<file path="config.mk">
export PLATFORM = sky130hd
export DESIGN_NAME = sram_port_arbiter
export DESIGN_NICKNAME = d
export VERILOG_FILES = /design/src/rtl/sram_port_arbiter_pkg.sv /design/src/rtl/sram_port_arbiter_rr_arbiter.sv /design/src/rtl/sram_port_arbiter.sv
export SDC_FILE = /design/constraint.sdc
export NUM_CORES = 1
export LEC_CHECK = 0
export BUFFER_PORTS_ARGS = -buffer_cell sky130_fd_sc_hd__buf_2
export CORE_UTILIZATION = 33
export CTS_BUF_LIST = sky130_fd_sc_hd__clkbuf_8
export DETAILED_ROUTE_END_ITERATION = 10
export GPL_TIMING_DRIVEN = 0
export PLACE_DENSITY = 0.77
export RECOVER_POWER = 100
export SETUP_SLACK_MARGIN = 0.05
export SYNTH_ARGS = -nofsm -noshare
export SYNTH_HDL_FRONTEND = slang
export SYNTH_SLANG_ARGS = --single-unit
</file>
<file path="constraint.sdc">
create_clock -name clk -period 10.7 [get_ports clk]
set_input_delay 1.605 -clock clk [delete_from_list [all_inputs] [get_ports clk]]
set_output_delay 1.605 -clock clk [all_outputs]
set_load 0.01 [all_outputs]
</file>
<file path="src/rtl/sram_port_arbiter_pkg.sv">
// sram_port_arbiter_pkg: shared defaults and the round-robin winner search
package sram_port_arbiter_pkg;
  localparam int DEF_NUM_REQ = 3;
  localparam int DEF_DATA_WIDTH = 16;
  localparam int DEF_ADDR_WIDTH = 5;
  localparam int DEF_NUM_REG = 24;
  localparam int MAX_REQ = 8;
  localparam int MAX_PW = 3;
  // Returns the first set request at or after ptr (modulo n), or -1 if none.
  function automatic int rr_pick(input logic [MAX_REQ-1:0] req, input int ptr, input int n);
    rr_pick = -1;
    for (int k = n - 1; k >= 0; k--)
      if (req[MAX_PW'((ptr + k) % n)]) rr_pick = (ptr + k) % n;
  endfunction
endpackage

</file>
<file path="src/rtl/sram_port_arbiter_rr_arbiter.sv">
// rr_arbiter: combinational round-robin grant with a pointer that moves past each winner
module rr_arbiter
  import sram_port_arbiter_pkg::*;
#(
  parameter int NUM_REQ = DEF_NUM_REQ,
  localparam int PW = $clog2(NUM_REQ)
) (
  input  logic               clk,
  input  logic               rst_n,
  input  logic [NUM_REQ-1:0] req,
  input  logic               advance,
  output logic [NUM_REQ-1:0] grant,
  output logic [PW-1:0]      idx
);
  logic [PW-1:0] rr_ptr;
  int win;
  always_comb begin
    win = rr_pick(MAX_REQ'(req), int'(rr_ptr), NUM_REQ);
    grant = (win < 0) ? '0 : NUM_REQ'(1) << win;
    idx = (win < 0) ? '0 : PW'(win);
  end
  always_ff @(posedge clk)
    if (!rst_n) rr_ptr <= '0;
    else if (advance) rr_ptr <= (int'(idx) == NUM_REQ - 1) ? '0 : idx + 1'b1;
endmodule

</file>
<file path="src/rtl/sram_port_arbiter.sv">
// sram_port_arbiter: shares one SRAM port among requesters, range-checks accesses, returns read data
module sram_port_arbiter
  import sram_port_arbiter_pkg::*;
#(
  parameter int NUM_REQ = DEF_NUM_REQ,
  parameter int DATA_WIDTH = DEF_DATA_WIDTH,
  parameter int ADDR_WIDTH = DEF_ADDR_WIDTH,
  parameter int NUM_REG = DEF_NUM_REG,
  localparam int PW = $clog2(NUM_REQ)
) (
  input  logic                          clk,
  input  logic                          rst_n,
  input  logic [NUM_REQ-1:0]            req_valid,
  output logic [NUM_REQ-1:0]            req_ready,
  input  logic [NUM_REQ-1:0]            req_wr,
  input  logic [NUM_REQ*ADDR_WIDTH-1:0] req_addr,
  input  logic [NUM_REQ*DATA_WIDTH-1:0] req_wdata,
  output logic [NUM_REQ-1:0]            rsp_valid,
  output logic [DATA_WIDTH-1:0]         rsp_data,
  output logic                          addr_err,
  output logic                          sram_chip_en,
  output logic                          sram_wen,
  output logic                          sram_ren,
  output logic [ADDR_WIDTH-1:0]         sram_waddr,
  output logic [ADDR_WIDTH-1:0]         sram_raddr,
  output logic [DATA_WIDTH-1:0]         sram_din,
  input  logic [DATA_WIDTH-1:0]         sram_dout
);
  logic [NUM_REQ-1:0] grant, rsp_valid_q;
  logic [PW-1:0] gidx;
  logic [ADDR_WIDTH-1:0] addr_a [NUM_REQ];
  logic [DATA_WIDTH-1:0] wdata_a [NUM_REQ];
  logic sel_wr, hit, oor, en, rsp_oor_q, err_q;
  for (genvar i = 0; i < NUM_REQ; i++) begin : g_slice
    assign addr_a[i] = req_addr[i*ADDR_WIDTH +: ADDR_WIDTH];
    assign wdata_a[i] = req_wdata[i*DATA_WIDTH +: DATA_WIDTH];
  end
  // Requests are masked during reset so no grant or SRAM activity leaks out.
  rr_arbiter #(.NUM_REQ(NUM_REQ)) u_arb (
    .clk,
    .rst_n,
    .req(req_valid & {NUM_REQ{rst_n}}),
    .advance(|grant),
    .grant,
    .idx(gidx)
  );
  always_comb begin
    sel_wr = req_wr[gidx];
    hit = |grant;
    oor = hit && int'(addr_a[gidx]) >= NUM_REG;
    en = hit && !oor;
    sram_chip_en = en;
    sram_wen = en && sel_wr;
    sram_ren = en && !sel_wr;
    sram_waddr = sram_wen ? addr_a[gidx] : '0;
    sram_din = sram_wen ? wdata_a[gidx] : '0;
    sram_raddr = sram_ren ? addr_a[gidx] : '0;
    req_ready = grant;
    rsp_valid = rst_n ? rsp_valid_q : '0;
    rsp_data = (|rsp_valid && !rsp_oor_q) ? sram_dout : '0;
    addr_err = err_q && rst_n;
  end
  always_ff @(posedge clk)
    if (!rst_n) begin
      rsp_valid_q <= '0;
      rsp_oor_q <= 1'b0;
      err_q <= 1'b0;
    end else begin
      rsp_valid_q <= sel_wr ? '0 : grant;
      rsp_oor_q <= oor;
      err_q <= err_q | oor;
    end
endmodule

</file>
==> metrics.cfg <==
[global_routing]
grtUsageTotal_pct = 21.2
pin_count_of_the_biggest_net_entering_global_routing = 11
grt_pass1_vias = 1961
grt_antenna_before_repair = 0
grt_pass1_wl_um = 8780
overflow = 0

[clock_tree]
clock_latency_ns = 0.22
clock_tree.htree_level_count = 1
clkSinkCount = 7
cts-buffers-inserted = 3
hold_buffers = 0
ctsLongestPathBuffers = 2
clk_root_buffer_cell = clkbuf_8
worst_setup_hold_path_clk_slew_ns = 0.04
cts.repair_timing.setup_buffer_count = 0
post_cts_resized = 0
cts_tree = done

[synth]
netlist_area_um2 = 1600
most_common_cell_in_the_netlist = nor2_1
synth_edf_count = 0
synthTopCellsByCount = nor2_1, mux2i_1, and2_1, a211oi_1, a211oi_2
synth_area_leader_cell = mux2i_1
synth_fp_nets = 303
synth_top_area_share_pct = 15.0
synth-seq-cells = 7
post_synth_inst_count = 207
syn_area_per_cell_um2 = 7.74
synth_sequential_area_ratio_pct = 8.74
yosys-top-cells-area = mux2i_1, dfxtp_1, nor2_1
synth_async_sr_flop_share_pct = 0
ys_warn_count = 0
number_of_different_library_cells_in_the_post_synthesis_netlist = 47
dominantRegCellSynth = dfxtp_1

[sta]
final.setup.tns_ns = 0
fin_crit_period_ns = 6.74
timing_worst_slew_pin_value_ns = 0.989
max_slew_headroom_pct = 33.7
max_freq_mhz = 148
fin_crit_sh_pct = 63.0
report.final.hold_viol_count = 0
finalSetupViolCount = 0
setup_repair_after_global_routing_missed_its_margin = no
slew_violations = 0
fin_worst_skew_ns = 0.000299

[critical_path]
setup.worst_path.end_class = output port
crit_path_frequent_cell = clkbuf_1
critical_path.startpoint_type = primary input
critical_path_required_ns = 9.10
critPathMaxStageDelay_ns = 0.59
path_cells = clkbuf_1 > mux2_1 > a21o_1 > a211o_1 > a21oi_1 > or2_1 > clkbuf_1 > o32ai_1 > o211ai_1 > clkbuf_1 > inv_1 > buf_2
worst-path-max-fanout = 10
crit_arrival_ns = 5.14
timing.critical_path.slowest_stage_cell = o211ai_1
path_class = primary input to output port

[pwr]
power.combinational.fraction_pct = 89.1
power.sequential.fraction_pct = 5.7
p_per_area_nw_per_um2 = 303
clock_power_share_pct = 5.2
pleak_nw = 1.20
switchingPower_w = 0.000406
ir_worst_vdd_uv = 158
p_total_w = 0.000699
power_switching_share_pct = 58.0
power.internal_w = 0.000293

[routing]
drt-vias-per-instance = 5.13
dr.pass1.iters = 4
wl_per_cell_um = 13.6
ant_nets = 0
vias = 2057
drt-initial-drc-count = 107
drt_wl_total_um = 5440
post-route-drc-count = 0

[placement]
portBuffers = 138
dp.final_hpwl_um = 4660
globalplace.congestion = 0.848

[floorplanning]
die_w_um = 71.7
placementRows = 24
core_area_um2 = 4500
initial_core_util_pct = 35.6
floorplan_die_height_um = 71.7
total_die_area_um2 = 5140
floorplan.io_pins = 139

[job]
cap_violations = 0

[cells_and_area]
layout-area-overhead-vs-synth_pct = 44.0
layout.nets = 446
nFillCells = 466
antenna_cells = 0
drive_gt1_share_pct = 34.7

[worst_hold_path]
classification_of_the_worst_slack_hold_path = flip-flop to flip-flop

[run_status]
status = finished clean

==> final timing paths <==
| path | from | to | slack (ns) | depth (start not counted) |
|---|---|---|---|---|
| setup / recovery | req_valid[0] | sram_wen | 3.96 | 12 |
| hold / removal | err_q$_SDFF_PN0_ | err_q$_SDFF_PN0_ | 0.57 | 2 |
| setup reg to reg | u_arb.rr_ptr[1]$_SDFFE_PN0P_ | rsp_valid_q[1]$_SDFF_PP0_ | 6.76 | 13 |
| hold reg to reg | err_q$_SDFF_PN0_ | err_q$_SDFF_PN0_ | 0.57 | 2 |
==> layout by cell type (no fill, tap or decap), types with 2 or more instances in the layout <==
cell type  netlist  layout
clkbuf_1         2      49
and3_1           9       9
a211o_1          3       3
nand3_1          2       2
nand2_1          7       7
nand2b_1         4       4
a211oi_1        11      11
buf_4            3       2
nor3_1           6       6
a21o_1           2       2
a21oi_1          4       5
mux2i_1         24      24
a31oi_1          2       2
and2_1          21      13
and2_0           0       8
nor3b_1          4       4
dfxtp_1          7       7
nor4_1           2       2
inv_1            7       7
ha_1             9       9
a211oi_2        10      10
nor2_1          36      36
clkbuf_8         0       3
buf_2            6      99
==> worst max-delay path: cells and delay by family <==
kind                   cells  cell delay [ns]
buffers and inverters      5             1.31
AOI/OAI and AO/OA          5             1.72
muxes                      1             0.36
and+or+nand+nor            1             0.15
==> metal layers <==
layer | vias to the layer above | track usage (%) | part of all wire [%]
met5 | - | 0 | 0
met4 | 0 | 8.06 | 1.7
met3 | 10 | 4.08 | 7.4
met2 | 99 | 38.7 | 51
met1 | 897 | 24.3 | 40
li1 | 1051 | - | -
==> state kept, by name, indices dropped and copies added (netlist names) <==
name          count
rsp_valid_q       3
u_arb.rr_ptr      2
err_q             1
rsp_oor_q         1
==> cell type report <==
| class | instances | area, um2 | area share [%] |
|---|---|---|---|
| Clock buffer | 3 | 41.3 | 1.79 |
| Timing Repair Buffer | 138 | 637 | 27.6 |
| Sequential cell | 7 | 140 | 6.07 |
| Clock inverter | 1 | 5.00 | 0.217 |
| Buffer | 12 | 57.6 | 2.49 |
| Tap cell | 52 | 65.1 | 2.82 |
| Multi-Input combinational cell | 181 | 1340 | 57.9 |
| Inverter | 7 | 26.3 | 1.14 |
==> power groups by stage <==
stage	Combinational, W	Clock [W]	Sequential, W
after floorplan	0.000484	0	0.0000385
after global placement	0.000660	0	0.0000398
after detailed placement	0.000673	0	0.0000400
after CTS	0.000676	0.0000373	0.0000396
after global routing	0.000687	0.0000396	0.0000408
final	0.000623	0.0000366	0.0000396
==> metrics by stage <==
stage                     instance area [um2]  setup slack (ns)  utilization (%)  cells  hold WS, ns
final                                    2310              3.96             51.2    401        0.568
after detailed placement                 2360              4.88             52.4    397        0.547
after global placement                   2360              4.94             52.4    397        0.538
after floorplan                          1600              5.41                -    207        0.596
after global routing                     2310              3.53             51.2    401        0.655
after CTS                                2400              4.86             53.4    401        0.560
==> logic make-up after synthesis <==
logic type      after synthesis  share of synthesized area, %
compound gates               48                          29.4
mux                          26                          16.6
simple gates                 98                          32.2
fa+ha+maj                     9                          7.03
buf+inv                      19                          6.09
flops                         7                          8.74
No activity file was read; power rests on OpenSTA's default activity.
